`src/rtl/decred_result_collector_if.sv`:
```
// Read-port and result-queue signals between the result collector, the hash macros
// and the controller.
interface decred_result_collector_if #(
    parameter int NUM_MACROS = 1,
    parameter int FIFO_DEPTH = 4
);
    localparam int CW = $clog2(FIFO_DEPTH) + 1;

    logic                  ENABLE;
    logic [NUM_MACROS-1:0] DATA_AVAILABLE;
    logic [NUM_MACROS-1:0] MACRO_RD_SELECT;
    logic [5:0]            HASH_ADDR;
    logic [7:0]            DATA_FROM_HASH;
    logic                  RESULT_VALID;
    logic [31:0]           RESULT_NONCE;
    logic [3:0]            RESULT_MACRO;
    logic                  RESULT_POP;
    logic [CW-1:0]         FIFO_COUNT;
    logic                  OVERFLOW;
    logic                  BUSY;
    logic                  IRQ;

    modport master (
        input  ENABLE, DATA_AVAILABLE, DATA_FROM_HASH, RESULT_POP,
        output MACRO_RD_SELECT, HASH_ADDR, RESULT_VALID, RESULT_NONCE, RESULT_MACRO,
               FIFO_COUNT, OVERFLOW, BUSY, IRQ
    );

    modport slave (
        output ENABLE, DATA_AVAILABLE, DATA_FROM_HASH, RESULT_POP,
        input  MACRO_RD_SELECT, HASH_ADDR, RESULT_VALID, RESULT_NONCE, RESULT_MACRO,
               FIFO_COUNT, OVERFLOW, BUSY, IRQ
    );
endinterface

```
`src/rtl/decred_result_collector.sv`:
```
// Round-robin collector of hash-macro results: latches DATA_AVAILABLE edges, reads the
// 4-byte nonce over the shared read port and queues {macro id, nonce} in a small FIFO.
module decred_result_collector #(
    parameter int         NUM_MACROS = 1,
    parameter logic [5:0] NONCE_ADDR = 6'h3C,
    parameter int         FIFO_DEPTH = 4
) (
    input logic                       CLK,
    input logic                       RESET_N,
    decred_result_collector_if.master bus
);
    localparam int AW = $clog2(FIFO_DEPTH);
    localparam int CW = AW + 1;

    typedef enum logic {IDLE, READ} state_t;
    typedef struct packed {
        logic [3:0]  mac_id;
        logic [31:0] nonce;
    } entry_t;

    state_t                state, state_nxt;
    logic [2:0]            cnt, cnt_nxt;
    logic [3:0]            sel, sel_nxt;
    logic [3:0]            rr_ptr, rr_ptr_nxt;
    logic [NUM_MACROS-1:0] prev_avail, pending, rise, grant_mask, rd_select;
    logic                  overflow;
    logic [3:0]            grant_idx, hi_idx, lo_idx;
    logic                  grant_found, hi_found, grant, push, pop, bus_active;
    logic [23:0]           nonce_lo;
    entry_t                mem [FIFO_DEPTH];
    entry_t                head;
    logic [AW-1:0]         wr_ptr, rd_ptr;
    logic [CW-1:0]         count;

    assign rise = bus.DATA_AVAILABLE & ~prev_avail;

    // Descending scan leaves the lowest pending index at/after rr_ptr in hi_idx and the
    // lowest pending index overall in lo_idx (the wrap-around choice).
    always_comb begin
        hi_idx      = '0;
        lo_idx      = '0;
        hi_found    = 1'b0;
        grant_found = 1'b0;
        for (int i = NUM_MACROS - 1; i >= 0; i--) begin
            if (pending[i]) begin
                lo_idx      = 4'(i);
                grant_found = 1'b1;
                if (4'(i) >= rr_ptr) begin
                    hi_idx   = 4'(i);
                    hi_found = 1'b1;
                end
            end
        end
        grant_idx = hi_found ? hi_idx : lo_idx;
    end

    always_comb begin
        state_nxt  = state;
        cnt_nxt    = cnt;
        sel_nxt    = sel;
        rr_ptr_nxt = rr_ptr;
        grant      = 1'b0;
        push       = 1'b0;
        unique case (state)
            IDLE: begin
                if (bus.ENABLE && grant_found && (count < CW'(FIFO_DEPTH))) begin
                    grant      = 1'b1;
                    state_nxt  = READ;
                    cnt_nxt    = 3'd0;
                    sel_nxt    = grant_idx;
                    rr_ptr_nxt = (int'(grant_idx) == NUM_MACROS - 1) ? 4'd0 : grant_idx + 4'd1;
                end
            end
            READ: begin
                if (cnt == 3'd4) begin
                    push      = 1'b1;
                    state_nxt = IDLE;
                    cnt_nxt   = 3'd0;
                end else begin
                    cnt_nxt = cnt + 3'd1;
                end
            end
        endcase
    end

    always_comb begin
        for (int i = 0; i < NUM_MACROS; i++) begin
            grant_mask[i] = grant && (grant_idx == 4'(i));
            rd_select[i]  = bus_active && (sel == 4'(i));
        end
    end

    always_ff @(posedge CLK or negedge RESET_N) begin
        if (!RESET_N) begin
            state      <= IDLE;
            cnt        <= '0;
            sel        <= '0;
            rr_ptr     <= '0;
            prev_avail <= '0;
            pending    <= '0;
            overflow   <= 1'b0;
        end else begin
            state      <= state_nxt;
            cnt        <= cnt_nxt;
            sel        <= sel_nxt;
            rr_ptr     <= rr_ptr_nxt;
            prev_avail <= bus.DATA_AVAILABLE;
            // A new edge on a granted bit re-arms it in the same cycle.
            pending    <= (pending & ~grant_mask) | rise;
            if (|(rise & pending)) overflow <= 1'b1;
        end
    end

    // Read data lags the address by one cycle, so byte k lands at cnt k+1; the shift
    // register leaves bytes 0..2 in little-endian order after cnt 3.
    always_ff @(posedge CLK) begin
        if (state == READ && cnt != 3'd0 && cnt != 3'd4)
            nonce_lo <= {bus.DATA_FROM_HASH, nonce_lo[23:8]};
        if (push)
            mem[wr_ptr] <= '{mac_id: sel, nonce: {bus.DATA_FROM_HASH, nonce_lo}};
    end

    assign pop = bus.RESULT_POP && (count != '0);

    always_ff @(posedge CLK or negedge RESET_N) begin
        if (!RESET_N) begin
            wr_ptr <= '0;
            rd_ptr <= '0;
            count  <= '0;
        end else begin
            if (push) wr_ptr <= wr_ptr + AW'(1);
            if (pop)  rd_ptr <= rd_ptr + AW'(1);
            case ({push, pop})
                2'b10:   count <= count + CW'(1);
                2'b01:   count <= count - CW'(1);
                default: ;
            endcase
        end
    end

    assign bus_active          = (state == READ) && (cnt != 3'd4);
    assign head                = (count != '0) ? mem[rd_ptr] : '0;
    assign bus.MACRO_RD_SELECT = rd_select;
    assign bus.HASH_ADDR       = bus_active ? NONCE_ADDR + {3'b000, cnt} : 6'd0;
    assign bus.BUSY            = (state == READ);
    assign bus.RESULT_VALID    = (count != '0);
    assign bus.IRQ             = (count != '0);
    assign bus.RESULT_NONCE    = head.nonce;
    assign bus.RESULT_MACRO    = head.mac_id;
    assign bus.FIFO_COUNT      = count;
    assign bus.OVERFLOW        = overflow;
endmodule
```
`src/flat_wrapper.sv`:
```
// flat-port wrapper written by rule: the top's interface ports become plain ports
module decred_result_collector_flat 
#(
    parameter int         NUM_MACROS = 1,
    parameter logic [5:0] NONCE_ADDR = 6'h3C,
    parameter int         FIFO_DEPTH = 4
)
  (CLK, RESET_N, bus_ENABLE, bus_DATA_AVAILABLE, bus_DATA_FROM_HASH, bus_RESULT_POP, bus_MACRO_RD_SELECT, bus_HASH_ADDR, bus_RESULT_VALID, bus_RESULT_NONCE, bus_RESULT_MACRO, bus_FIFO_COUNT, bus_OVERFLOW, bus_BUSY, bus_IRQ);
  decred_result_collector_if #(.NUM_MACROS(NUM_MACROS), .FIFO_DEPTH(FIFO_DEPTH)) bus_i ();
  input logic CLK;
  input logic RESET_N;
  input wire logic [$bits(bus_i.ENABLE)-1:0] bus_ENABLE;
  input wire logic [$bits(bus_i.DATA_AVAILABLE)-1:0] bus_DATA_AVAILABLE;
  input wire logic [$bits(bus_i.DATA_FROM_HASH)-1:0] bus_DATA_FROM_HASH;
  input wire logic [$bits(bus_i.RESULT_POP)-1:0] bus_RESULT_POP;
  output wire logic [$bits(bus_i.MACRO_RD_SELECT)-1:0] bus_MACRO_RD_SELECT;
  output wire logic [$bits(bus_i.HASH_ADDR)-1:0] bus_HASH_ADDR;
  output wire logic [$bits(bus_i.RESULT_VALID)-1:0] bus_RESULT_VALID;
  output wire logic [$bits(bus_i.RESULT_NONCE)-1:0] bus_RESULT_NONCE;
  output wire logic [$bits(bus_i.RESULT_MACRO)-1:0] bus_RESULT_MACRO;
  output wire logic [$bits(bus_i.FIFO_COUNT)-1:0] bus_FIFO_COUNT;
  output wire logic [$bits(bus_i.OVERFLOW)-1:0] bus_OVERFLOW;
  output wire logic [$bits(bus_i.BUSY)-1:0] bus_BUSY;
  output wire logic [$bits(bus_i.IRQ)-1:0] bus_IRQ;
  assign bus_i.ENABLE = bus_ENABLE;
  assign bus_i.DATA_AVAILABLE = bus_DATA_AVAILABLE;
  assign bus_i.DATA_FROM_HASH = bus_DATA_FROM_HASH;
  assign bus_i.RESULT_POP = bus_RESULT_POP;
  assign bus_MACRO_RD_SELECT = bus_i.MACRO_RD_SELECT;
  assign bus_HASH_ADDR = bus_i.HASH_ADDR;
  assign bus_RESULT_VALID = bus_i.RESULT_VALID;
  assign bus_RESULT_NONCE = bus_i.RESULT_NONCE;
  assign bus_RESULT_MACRO = bus_i.RESULT_MACRO;
  assign bus_FIFO_COUNT = bus_i.FIFO_COUNT;
  assign bus_OVERFLOW = bus_i.OVERFLOW;
  assign bus_BUSY = bus_i.BUSY;
  assign bus_IRQ = bus_i.IRQ;
  decred_result_collector #(.NUM_MACROS(NUM_MACROS), .NONCE_ADDR(NONCE_ADDR), .FIFO_DEPTH(FIFO_DEPTH)) u_core (.CLK(CLK), .RESET_N(RESET_N), .bus(bus_i));
endmodule
```
`config.mk`:
```
export PLATFORM = sky130hd
export DESIGN_NAME = decred_result_collector_flat
export DESIGN_NICKNAME = d
export VERILOG_FILES = /design/src/rtl/decred_result_collector_if.sv /design/src/rtl/decred_result_collector.sv /design/src/flat_wrapper.sv
export SDC_FILE = /design/constraint.sdc
export NUM_CORES = 1
export LEC_CHECK = 0
export ABC_AREA = 1
export BUFFER_PORTS_ARGS = -buffer_cell sky130_fd_sc_hd__buf_2
export CELL_PAD_IN_SITES_DETAIL_PLACEMENT = 1
export CELL_PAD_IN_SITES_GLOBAL_PLACEMENT = 1
export CORE_ASPECT_RATIO = 0.9
export CORE_MARGIN = 1
export CORE_UTILIZATION = 43
export DETAILED_ROUTE_END_ITERATION = 8
export PLACE_DENSITY_LB_ADDON = 0.15
export SYNTH_ARGS = -nofsm -noshare
export SYNTH_HDL_FRONTEND = slang
export SYNTH_SLANG_ARGS = --single-unit
export TNS_END_PERCENT = 30
```
`constraint.sdc`:
```
create_clock -name CLK -period 2.75 [get_ports CLK]
set_input_delay 0.1375 -clock CLK [delete_from_list [all_inputs] [get_ports CLK]]
set_output_delay 0.1375 -clock CLK [all_outputs]
set_load 0.1 [all_outputs]
```
==> key figures <==
Status
  – Status: finished, final reports clean

Placed design
  – RePlAce Congestion: 0.731
  – Post-DP HPWL: approximately 9.0 mm
  – DP Worst Slack: about 0.53 ns
  – Area post-placement: 7890 µm²
  – Number of port buffers: 58

Clocking
  – Latest clock arrival within the worst-skew pair: 0.41 ns
  – Postcts setup bufs: 0
  – Clock root buffer: clkbuf_16
  – Reg clk slew, reported paths: approximately 0.060 ns
  – Post-cts sizing count: 0
  – Sink Count: around 170
  – CTS tree: done
  – Max H-tree Level: 4
  – Hold Buf Count CTS: 11
  – CTS Buffer Depth: 2
  – Total CTS buffers: 17

Worst setup path
  – Critical Path Start Type: flip-flop
  – Crit Path Max Fanout: 66
  – Worst Setup End Kind: primary output
  – RR Endpoint: u_core.bus.FIFO_COUNT[2]$_DFFE_PN0P_
  – Reg-to-reg startpoint: u_core.cnt[0]$_DFFE_PN0P_
  – Worst reg-to-reg setup slack: 0.50 ns
  – Setup CP Type: flip-flop to primary output
  – WP data arrival: 2.21 ns
  – Critical Path RT: 2.61 ns
  – R2R cell count: 12

Hold path
  – Worst min path class: input port to flip-flop
  – Hold endpoint: u_core.bus.BUSY$_DFF_PN0_
  – Hold path startpoint: bus_ENABLE
  – Hold path depth: 3

Floorplanning
  – FP Rows: 43
  – Initial Util: 0.447
  – Die Width: between 100 and 150 µm
  – Die area: between 15,000 and 20,000 µm²
  – Die Ht: about 120 µm
  – IO Pins: 63
  – Core Box Area: 15,600 µm²

Detailed routing
  – Drt via density: 4.81
  – DRC Markers: 0
  – Antenna viol nets, final: 0
  – DRT Wirelength: 15.3 mm
  – Vias: approximately 4,400
  – DR WL/cell: 16.7 µm
  – Starting DRT DRC Count: roughly 220
  – Detailed-router iteration count before antenna repair: 5

Cells and area
  – Most common cell after layout, fill and taps aside: edfxtp_1
  – Most frequent cells in the layout: edfxtp_1 (152), nand2_1 (145), inv_1 (92), nand3_1 (67), buf_2 (58)
  – Fin area: 8590 µm²
  – Final core utilization: 0.551
  – Area grow syn2layout: 23.3%
  – Share of cells above drive strength 1: 0.278
  – Ant diodes: 0
  – Nets: 720

STA
  – Final Critical Period: 2.35 ns
  – Crit share post-route: 0.854
  – RSZ-0062 raised after global routing: false
  – Worst Tran Pin Value: 0.761 ns
  – Worst Clk Skew: approximately 0.0064 ns
  – Achievable frequency: 0.426 GHz
  – Final setup viols: 0
  – Pins Over Slew Limit: 0
  – Slack of the critical path: about 0.40 ns
  – Hold Fails Final Rpt: 0
  – Rel. slew slack: 0.492

Yosys
  – Largest area contributor in the netlist: edfxtp_1
  – Syn Inst Count: 627
  – Post-synth cell types: 24
  – Cell Area, Synth: about 7000 µm²
  – YS warnings: 0
  – Ys flop type: edfxtp_1
  – Area contributors post-synth: edfxtp_1 (66%), nand2_1 (7.8%), dfrtp_1 (5.0%)
  – EDFF count, synth: around 150
  – Seq/Total Area, Yosys: 0.705
  – Area share of the largest cell type after synthesis: 0.655
  – Post-synthesis register bit count: around 170
  – Avg Synthesized Cell Area: 11.1 µm²
  – Asr flop ratio synth: 0.0843

Global route
  – First-pass GRT wire length: 24.8 mm
  – Grt total ovfl: 0
  – Total GRT Usage: 0.205
  – Vias in the first global route: 4,809
  – Pin count of the biggest net entering global routing: 67
  – Initial antenna violation count: 0

Flow run
  – MaxCap Viol Count: 0
[flip-flops by register name, indices dropped and copies added, names as in the netlist]
name / cells
u_core.bus.BUSY: 1
u_core.bus.OVERFLOW: 1
u_core.mem: 128
u_core.wr_ptr: 2
u_core.rd_ptr: 2
u_core.prev_avail: 1
u_core.bus.FIFO_COUNT: 3
u_core.nonce_lo: 24
u_core.cnt: 3
u_core.pending: 1
[worst max-delay path: stages, from the launching register on]
cell and delay (ns):
dfrtp_2 0.42, buf_4 0.37, nand2_1 0.19, nand3_1 0.18, a21oi_4 0.18, buf_2 0.43
[layout make-up]
class / count / area, µm²
fill: 1617 / 7010
sequential: 166 / 4920
multi-input combinational: 281 / 1670
timing repair buffer: 82 / 586
inverter: 151 / 573
clock buffer: 19 / 433
tap: 202 / 253
clock inverter: 12 / 160
[logic make-up (layout without fill, tap and decap cells)]
| logic type | Yosys count | in the layout | synth area share |
|---|---|---|---|
| AO/OA/AOI/OAI | 42 | 42 | 0.0307 |
| XOR/XNOR | 4 | 4 | 0.00503 |
| adder cells (fa/ha/maj) | 8 | 8 | 0.0154 |
| buffers and inverters | 183 | 264 | 0.109 |
| flip-flops | 166 | 166 | 0.705 |
| other | 1 | 4 | 0.000538 |
| AND/OR/NAND/NOR | 223 | 223 | 0.133 |
[cell usage after synthesis, types with 3 or more instances]
master    instances
ha_1              7
o21ai_1           4
a21oi_1          34
nand2_1         145
clkbuf_1          6
o21ai_0           3
clkinv_2          5
nand3_1          67
inv_2            53
inv_1            92
dfrtp_1          14
nor2_1            9
edfxtp_1        152
buf_4            12
buf_2            13
[stage by stage]
stage,hold WS [ns],TNS [ns],instances
after floorplan,-0.158,-14.89,630
after global placement,0.0524,0,871
after detailed placement,0.0675,0,871
after CTS,0.0201,0,913
after global routing,0.0725,0,913
final,0.0456,0,913
[worst max path at each step]
stage,start,cells after the start,to
2_1_floorplan,u_core.bus.FIFO_COUNT[2]$_DFFE_PN0P_,4,bus_RESULT_NONCE[0]
3_3_place_gp,u_core.cnt[0]$_DFFE_PN0P_,12,u_core.bus.FIFO_COUNT[2]$_DFFE_PN0P_
3_5_place_dp,u_core.cnt[0]$_DFFE_PN0P_,12,u_core.bus.FIFO_COUNT[2]$_DFFE_PN0P_
4_1_cts,u_core.rd_ptr[0]$_DFFE_PN0P_,5,bus_RESULT_NONCE[28]
5_1_grt,u_core.rd_ptr[0]$_DFFE_PN0P_,5,bus_RESULT_NONCE[28]
6_report,u_core.rd_ptr[0]$_DFFE_PN0P_,5,bus_RESULT_NONCE[28]
[per-layer routing]
layer,vias to the layer above,part of all wire,global-route usage
met5,-,0,0
met4,0,0.0054,0.0750
met3,4,0.031,0.0363
met2,70,0.53,0.366
met1,2185,0.43,0.246
li1,2134,-,-
Power is left out: the tool's default activity adds up to more than one toggle a clock period on the data nets, which glitch-free logic cannot reach.
